## src/rtl/updn_mod_cntr.sv

```systemverilog
// N-bit up/down counter with programmable modulus, synchronous load, enable-gated
// prescaler, wrap/saturate boundary handling, terminal-count pulse and sticky flags.
module updn_mod_cntr #(
  parameter int N        = 8,
  parameter int PRESCALE = 1,
  parameter int SATURATE = 0
) (
  input  logic         clk,
  input  logic         rst,
  input  logic         en,
  input  logic         load,
  input  logic [N-1:0] load_val,
  input  logic         up,
  input  logic [N-1:0] mod_max,
  input  logic         clr_flags,
  output logic [N-1:0] Q,
  output logic         tc,
  output logic         ovf,
  output logic         unf
);

  localparam int PW = (PRESCALE > 1) ? $clog2(PRESCALE) : 1;
  localparam logic [PW-1:0] PMAX = PW'(PRESCALE - 1);
  localparam bit SAT = (SATURATE != 0);

  logic [N-1:0]  q_q, q_d;
  logic [PW-1:0] pcnt_q, pcnt_d;
  logic          tc_q, tc_d;
  logic          ovf_q, ovf_d;
  logic          unf_q, unf_d;
  logic          tick;
  logic          ovf_set, unf_set;

  generate
    if (PRESCALE == 1) begin : g_tick_direct
      assign tick = en;
    end else begin : g_tick_pre
      assign tick = en && (pcnt_q == PMAX);
    end
  endgenerate

  always_comb begin
    q_d     = q_q;
    pcnt_d  = pcnt_q;
    tc_d    = 1'b0;
    ovf_set = 1'b0;
    unf_set = 1'b0;
    if (load) begin
      q_d    = (load_val <= mod_max) ? load_val : mod_max;
      pcnt_d = '0;
    end else begin
      // pcnt holds its phase while en is low
      if (en) pcnt_d = tick ? '0 : pcnt_q + 1'b1;
      if (tick) begin
        if (up) begin
          // boundary check before increment: q_q+1 cannot wrap through 2^N
          if (q_q < mod_max) begin
            q_d = q_q + 1'b1;
          end else begin
            tc_d    = 1'b1;
            ovf_set = 1'b1;
            q_d     = SAT ? mod_max : '0;
          end
        end else if (q_q > mod_max) begin
          q_d = mod_max;
        end else if (q_q != '0) begin
          q_d = q_q - 1'b1;
        end else begin
          tc_d    = 1'b1;
          unf_set = 1'b1;
          q_d     = SAT ? '0 : mod_max;
        end
      end
    end
    // a coincident set beats the clear
    ovf_d = ovf_set | (ovf_q & ~clr_flags);
    unf_d = unf_set | (unf_q & ~clr_flags);
  end

  always_ff @(posedge clk or posedge rst) begin
    if (rst) begin
      q_q    <= '0;
      pcnt_q <= '0;
      tc_q   <= 1'b0;
      ovf_q  <= 1'b0;
      unf_q  <= 1'b0;
    end else begin
      q_q    <= q_d;
      pcnt_q <= pcnt_d;
      tc_q   <= tc_d;
      ovf_q  <= ovf_d;
      unf_q  <= unf_d;
    end
  end

  assign Q   = q_q;
  assign tc  = tc_q;
  assign ovf = ovf_q;
  assign unf = unf_q;

endmodule

```

## config.mk

```make
export PLATFORM = sky130hd
export DESIGN_NAME = updn_mod_cntr
export DESIGN_NICKNAME = d
export VERILOG_FILES = /design/src/rtl/updn_mod_cntr.sv
export SDC_FILE = /design/constraint.sdc
export NUM_CORES = 1
export LEC_CHECK = 0
export ABC_AREA = 1
export CAP_MARGIN = 20
export CORE_ASPECT_RATIO = 1.5
export CORE_UTILIZATION = 55
export DETAILED_ROUTE_END_ITERATION = 8
export PLACE_DENSITY_LB_ADDON = 0.12
export SYNTH_ARGS = -nofsm -noshare
export SYNTH_HDL_FRONTEND = slang
export SYNTH_SLANG_ARGS = --single-unit
```

## constraint.sdc

```tcl
create_clock -name clk -period 2.9 [get_ports clk]
set_input_delay 0.29 -clock clk [delete_from_list [all_inputs] [get_ports clk]]
set_output_delay 0.29 -clock clk [all_outputs]
set_load 0.01 [all_outputs]
```

# Word level (Yosys, flattened, before mapping)
# Cells that the tools add are included.
[word_totals] inputBits=22 output_inout_bits=11 word_cells=35 ff_bits=11
[op_classes] reduce_logical=2 add_sub_neg=2 muxes=19 bitwise_logic=5 order_cmp=3
[op_table] op="two-way mux 8 bit" n=7
[op_table] op="two-way mux 1 bit" n=12
[op_table] op="adder 8 x 1 -> 8 bit, second input constant" n=1
[op_table] op="greater-than comparator 8 bit" n=1
[op_table] op="less-or-equal comparator 8 bit" n=1
[op_table] op="less-than comparator 8 bit" n=1
[op_table] op="nonzero test 8 bit" n=1
[op_table] op="subtractor 8 x 1 -> 8 bit, second input constant" n=1
[op_table] op="bitwise AND 1 bit" n=2
[op_table] op="bitwise OR 1 bit" n=2
[op_table] op="nonzero test 2 bit" n=1
[op_table] op="inverter 1 bit" n=1

# Depth between registers and ports, before layout
# Gate-level depths: netlist of the first run.
[logic_depth] depth_word=7 mapped_depth=15 depth_no_buf=15

# Worst setup path before layout of the first run
# OpenSTA, ideal clock, no wires.
[synth_timing] path_type="flip-flop to flip-flop" startpoint="register q_q[1], in the netlist Q[1]" endpoint="register q_q[3], in the netlist Q[3]" setup_ps=120 n_path_buf=0 arrival_time_ps=1690 path_slack_ps=1090 required_ps=2780 stages_incl_launch_ff=15 synth_period_minus_slack_ps=1810 path_cell_list="dfrtp_1 > ha_1 > inv_1 > o21bai_1 > nand2_1 > nand2_1 > nand2_1 > nand2_4 > nand2_2 > nand2_1 > o21ai_0 > nand2_1 > nand2_1 > o21ai_0 > inv_1"
[synth_between] elab_chain_cells=6 elab_cells_between_ends=11 classes_between="add/sub (2); order compare (2); mux (6); reduce/logical (1)"
[synth_rtl] element="start: declaration" line_no="26" text="logic [N-1:0] q_q, q_d;"
[synth_rtl] element="start signal: assignment" line_no="88" text="q_q <= q_d;"
[synth_rtl] element="subtractor 8 x 1 -> 8 bit or nonzero test 8 bit (tied branches)" line_no="67, 66"
[synth_rtl] element="two-way mux 8 bit" line_no="66" text="end else if (q_q != '0) begin"
[synth_rtl] element="two-way mux 8 bit" line_no="64" text="end else if (q_q > mod_max) begin"
[synth_rtl] element="two-way mux 8 bit (*)" line_no="55" text="if (up) begin"
[synth_rtl] element="two-way mux 8 bit (*)" line_no="54" text="if (tick) begin"
[synth_rtl] element="two-way mux 8 bit (*)" line_no="48" text="if (load) begin"
# Every way passes the cells marked *; elsewhere a longest branch is shown, timed or not. The select of a mux whose other input is x is not followed.
# A chain may end at the register's enable or synchronous reset.

# Worst setup path in the final report of the first run
[layout_timing] startpoint="input mod_max[7]" endpoint="register q_q[3], in the netlist Q[3]"
[layout_between] elab_chain_cells=5 elab_cells_between_ends=9 classes_between="order compare (3); mux (6)"
[layout_rtl] element="start: declaration" line_no="14" text="input logic [N-1:0] mod_max,"
[layout_rtl] element="greater-than comparator 8 bit or less-than comparator 8 bit (tied branches)" line_no="64, 57"
[layout_rtl] element="two-way mux 8 bit, on equally long branches" line_no="64, 57"
[layout_rtl] element="two-way mux 8 bit" line_no="55"
[layout_rtl] element="two-way mux 8 bit" line_no="54"
[layout_rtl] element="two-way mux 8 bit (*)" line_no="48"
# Marks and branches as above.

==> metrics.yaml, run 1 <==
status:
  status: "finished clean"
global_route:
  grt_overflow: 0
  grt_pass1_vias: 1688
  grt_pass1_wl_mm: 7.05
  antenna_found_initial: 0
  grt_usage_pct: 29.8
  grt_max_degree: 16
setup_path:
  cp_max_fo: 15
  crit_type: "input port to register"
  cp.required_ps: 3030
  startpoint_type: "input port"
  endpoint_kind: "register"
  arrival_ps: 2380
floorplanning:
  start_util_pct: 59.0
  die_area_mm2: 0.00313
  core_mm2: 0.00271
  die_x_um: 46.0
  num_rows: 23
  die_h_um: 68.0
  io_pins: 33
finish:
  ff_latch_area_um2: 275
  multiInputGateArea_mm2: 0.00115
  fillers: 256
  finalCoreUtilization_pct: 73.4
  layout.nets: 345
  drive_above_1_share_pct: 5.94
  n_antenna_cell: 0
  area_growth_pct: 24.3
  finalInstanceArea_mm2: 0.00198
route:
  vias: 1816
  routed_wirelength_mm: 4.19
  via_per_inst: 5.34
  drtIter0Drc: 64
  wl_per_cell_um: 12.3
  detail-route-antenna-nets: 0
  drtPass1Iterations: 4
  drc: 0
timing:
  setup_violations: 0
  slew_violations: 0
  relSlewSlack_pct: 67.5
  post-route-period-util_pct: 77.6
  clock.fmax_mhz: 444
  period_minus_slack_ps: 2250
  finalWorstSetupSlack_ps: 649
  hold_violations: 0
  rsz0062_at_grt: "no"
  worst_pin_slew_ps: 486
  setup_tns_ps: 0
  fin_skew_ps: 1.69
  timing.hold.ws_ps: 364
power_and_ir_drop:
  peakVddDrop_uv: 291
  power.density_mw_per_mm2: 450
  leakagePower_nw: 1.08
cts:
  cts_buffer_depth: 2
  h-tree-depth: 1
  holdBufCountCts: 0
  cts_tree: "done"
  ctsResizeCount: 0
  path_clk_slew_ps: 50
  clock_sinks: 11
  cts_buffers: 3
  ctsRootBufferMaster: "clkbuf_8"
  post_cts_buffers: 0
  clk_latency_ps: 240
synth:
  syn_area_mm2: 0.00160
  synth.distinct_cells: 26
  syn_inst: 270
  synth.avg_cell_area_um2: 5.91
  ys_seq_area_share_pct: 17.2
  syn-num-nets: 311
  ys_warn_count: 0
  ys_ff_latch: 11
flow_run:
  cap_violations: 0
placement:
  pre_cts_slack_ps: 368
  dpl.hpwl_mm: 3.37
  gp_congestion: 0.929
  dpl-instance-area_mm2: 0.00194
  io_buffers: 32
hold_path:
  min-delay-path-class: "input port to async pin"
==> synth_stat cells (all sizes together) <==
cell / count / area (µm²)
ha: 19 / 238
o21a: 2 / 15.0
inv: 35 / 131
nor2: 39 / 154
dfrtp: 11 / 275
nand2: 87 / 342
nand3: 28 / 145
buf: 4 / 35.0
a21oi: 21 / 105
nand3b: 1 / 7.51
o21ai: 12 / 63.8
clkbuf: 1 / 3.75
xor2: 3 / 26.3
clkinv: 1 / 3.75
nand4: 5 / 43.8
o21bai: 1 / 7.51
==> critical path: stages <==
cell,delay (ps)
clkdlybuf4s50_1,500
inv_1,80
ha_1,300
nand2_1,80
nor2_1,200
nand2_1,100
nand2_1,340
nand3_1,120
nand3_1,110
nand2_1,60
o21ai_0,150
inv_1,50
==> metrics by stage <==
step           cells  power [mW]
2_1_floorplan    270       0.570
3_3_place_gp     336       0.728
3_5_place_dp     336       0.733
4_1_cts          340       0.888
5_1_grt          340       0.973
6_report         340       0.894
==> power by group <==
| group | leakage (nW) | internal [mW] | switching [mW] |
|---|---|---|---|
| Combinational | 0.924 | 0.215 | 0.286 |
| Clock | 0.0228 | 0.0966 | 0.0587 |
| Sequential | 0.135 | 0.179 | 0.0591 |
==> flip-flops by register name, indices dropped and copies added (netlist names) <==
register and flops:
ovf 1, Q 8, tc 1, unf 1
==> cells by family after synthesis <==
kind of cell    Yosys count  synth area share (%)
compound gates           36                  12.0
xor+xnor                  3                  1.65
fa+ha+maj                19                  14.9
buf+inv                  41                  10.9
flops                    11                  17.2
simple gates            160                  43.3
==> layout by cell type (no fill, tap or decap), types with 9 or more instances in the layout <==
master	count
nand2_1	83
nor2_1	36
inv_1	33
clkdlybuf4s50_1	32
nand3_1	27
a21oi_1	21
ha_1	19
dfrtp_1	11
o21ai_0	9
==> routing by layer <==
| layer | track usage, % | share of wire [%] |
|---|---|---|
| met1 | 34.6 | 40 |
| met2 | 53.7 | 52 |
| met3 | 2.11 | 4.6 |
| met4 | 13.2 | 3.2 |
| met5 | 0 | 0 |
==> worst paths after layout <==
kind	start	cells after the start	slack, ps	to
worst max register to register	Q[2]	12	850	Q[5]
max in group asynchronous	rst	2	2230	Q[0]
worst max-delay path	mod_max[7]	12	650	Q[3]
min in group clk	unf	2	520	unf
worst min register to register	unf	2	520	unf
worst min-delay path	rst	2	360	Q[3]
==> final cells by class <==
type | count | share of cell area, %
tap | 37 | 2.33
sequential | 11 | 13.9
multi-input combinational | 218 | 57.8
clock buffer | 4 | 2.27
timing repair buffer | 34 | 16.9
inverter | 36 | 6.81
Power figures use the tool's default switching activity.
==> run 2: changes to the inputs <==
- CORE_UTILIZATION: 55 -> 52
- clock period: 2.9 -> 2.3 ns (I/O delays scaled with it)
==> metrics.yaml, run 2 (synthesis results as in run 1) <==
status:
  status: "finished clean"
cts:
  ctsResizeCount: 0  # unchanged
  clock_sinks: 11  # unchanged
  clk_latency_ps: 240  # about the same
  cts_buffers: 3  # unchanged
  h-tree-depth: 1  # unchanged
  cts_tree: "done"
  cts_buffer_depth: 2  # unchanged
  holdBufCountCts: 0  # unchanged
  ctsRootBufferMaster: "clkbuf_8"
  path_clk_slew_ps: 60  # about the same
  post_cts_buffers: 0  # unchanged
floorplanning:
  die_h_um: 69.9  # +2.8%
  core_mm2: 0.00291  # +7.7%
  num_rows: 24  # +4.3%
  die_x_um: 47.2  # +2.7%
  io_pins: 33  # unchanged
  die_area_mm2: 0.00330  # +5.6%
  start_util_pct: 54.8  # -4.2 points
global_route:
  grt_pass1_vias: 1728  # +2.4%
  grt_max_degree: 15  # -1
  antenna_found_initial: 0  # unchanged
  grt_usage_pct: 29.6  # -0.18 points
  grt_pass1_wl_mm: 7.26  # +2.9%
  grt_overflow: 0  # unchanged
setup_path:
  endpoint_kind: "register"
  cp_max_fo: 10  # -5
  path_delay_family: "buffers and inverters"
  startpoint: "mod_max[1]"
  cp_common_cell: "nand2_1"
  cpMaxStageDelayCell: "clkdlybuf4s50_1"
  cp_num_buf_inv: 4  # +1
  cp.required_ps: 2430  # -600 ps
  ff2ff_setup_slack_ps: 260  # -590 ps
  cp_cell_sequence: "clkdlybuf4s50_1 -> inv_1 -> ha_1 -> inv_1 -> o21bai_1 -> nand2_1 -> nand2_1 -> nand2_1 -> nand2_4 -> nand2_2 -> nand2_1 -> o21ai_0 -> nand2_1 -> nand2_1 -> o21ai_0 -> inv_1"
  startpoint_type: "input port"
  crit_type: "input port to register"
  crit_end: "Q[3]"
  reg2reg_depth: 14  # +2
  arrival_ps: 2190  # -190 ps
  r2r-end: "Q[3]"
  r2r-start: "Q[1]"
  slowest_delay_ps: 450  # -50 ps
  crit_cells: 16  # +4
finish:
  drive_above_1_share_pct: 9.52  # +3.6 points
  area_growth_pct: 30.1
  largest_reg_flops: 8  # unchanged
  mostFrequentLayoutCell: "nand2_1"
  layout.nets: 357  # +3.5%
  final_cell_mix: "83 x nand2_1, 36 x nor2_1, 33 x inv_1"
  n_antenna_cell: 0  # unchanged
power_and_ir_drop:
  sw_frac_of_total_pct: 44.5  # -0.72 points
  clock_power_share_pct: 17.2  # -0.2 points
  peakVddDrop_uv: 408  # +40%
  p_switching_mw: 0.526  # +30%
  comb_power_share_pct: 60.5  # +4.5 points
  leakagePower_nw: 1.14  # +5.3%
  power.density_mw_per_mm2: 569  # +26%
  power.internal_mw: 0.656  # +34%
  sequentialPowerShare_pct: 22.2  # -4.4 points
timing:
  clock.fmax_mhz: 486
  period_minus_slack_ps: 2060
  slew_violations: 0  # unchanged
  relSlewSlack_pct: 67.1  # -0.38 points
  setup_tns_ps: 0  # unchanged
  fin_skew_ps: 3.47  # +1.78 ps
  worst_pin_slew_ps: 492  # +5.62 ps
  hold_violations: 0  # unchanged
  timing.hold.ws_ps: 308  # -56.6 ps
  finalWorstSetupSlack_ps: 242  # -407 ps
  setup_violations: 0  # unchanged
  rsz0062_at_grt: "no"
  post-route-period-util_pct: 89.5
route:
  drc: 0  # unchanged
  routed_wirelength_mm: 4.49  # +7.3%
  drtPass1Iterations: 4  # unchanged
  vias: 1880  # +3.5%
  drtIter0Drc: 60  # -6.3%
  wl_per_cell_um: 12.7  # +3.1%
  via_per_inst: 5.31  # -0.57%
  detail-route-antenna-nets: 0  # unchanged
placement:
  gp_congestion: 0.930  # +0.11%
  io_buffers: 32  # unchanged
  pre_cts_slack_ps: 13.4  # -355 ps
  dpl.hpwl_mm: 3.62  # +7.4%
flow_run:
  cap_violations: 0  # unchanged
hold_path:
  min-delay-path-class: "input port to async pin"
-- run 2: changes by cell type in the layout (fill, tap and decap cells not counted) --
cell,previous run,this run
buf_4,2,14
-- run 2: metal layers --
| metal | vias up | track usage [%] | part of all wire (%) |
|---|---|---|---|
| met5 | - | 0 | 0 |
| met4 | 0 | 13.3 | 3.8 |
| met3 | 18 | 3.62 | 5.0 |
| met2 | 70 | 49.9 | 52 |
| met1 | 833 | 35.0 | 40 |
| li1 | 959 | - | - |
-- run 2: final cells by class --
| type | count | area, µm² |
|---|---|---|
| Fill cell | 276 | 836 |
| Clock buffer | 4 | 45.0 |
| Timing Repair Buffer | 46 | 425 |
| Sequential cell | 11 | 275 |
| Multi-Input combinational cell | 218 | 1150 |
| Tap cell | 39 | 48.8 |
| Inverter | 36 | 135 |
-- run 2: worst reg2reg max path, cell delays in order (launching register included) --
cell,delay (ps)
dfrtp_1,480
ha_1,370
inv_1,50
o21bai_1,130
nand2_1,60
nand2_1,60
nand2_1,80
nand2_4,100
nand2_2,140
nand2_1,90
o21ai_0,70
nand2_1,60
nand2_1,40
o21ai_0,140
inv_1,50
-- run 2: metrics by stage --
stage / power (mW) / cells / area [µm²] / util, %
floorplan: 0.719 / 270 / 1600 / -
global placement: 0.960 / 350 / 2030 / 69.8
detailed placement: 0.972 / 350 / 2030 / 69.8
CTS: 1.18 / 354 / 2080 / 71.3
global route: 1.28 / 354 / 2080 / 71.3
finish: 1.18 / 354 / 2080 / 71.3
-- run 2: worst min-delay path by stage --
stage / end / startpoint / slack [ps]
after detailed placement: ovf / ovf / 530
after CTS: Q[3] / rst / 330
after global placement: unf / unf / 520
after floorplan: Q[0] / rst / 80
final: Q[3] / rst / 310
after global routing: Q[3] / rst / 360
-- run 2: power by group through the flow --
stage / sequential [mW] / combinational (mW) / clock, mW
global placement: 0.265 / 0.695 / 0
floorplan: 0.290 / 0.429 / 0
detailed placement: 0.266 / 0.705 / 0
global route: 0.267 / 0.800 / 0.217
CTS: 0.262 / 0.711 / 0.204
finish: 0.263 / 0.715 / 0.204
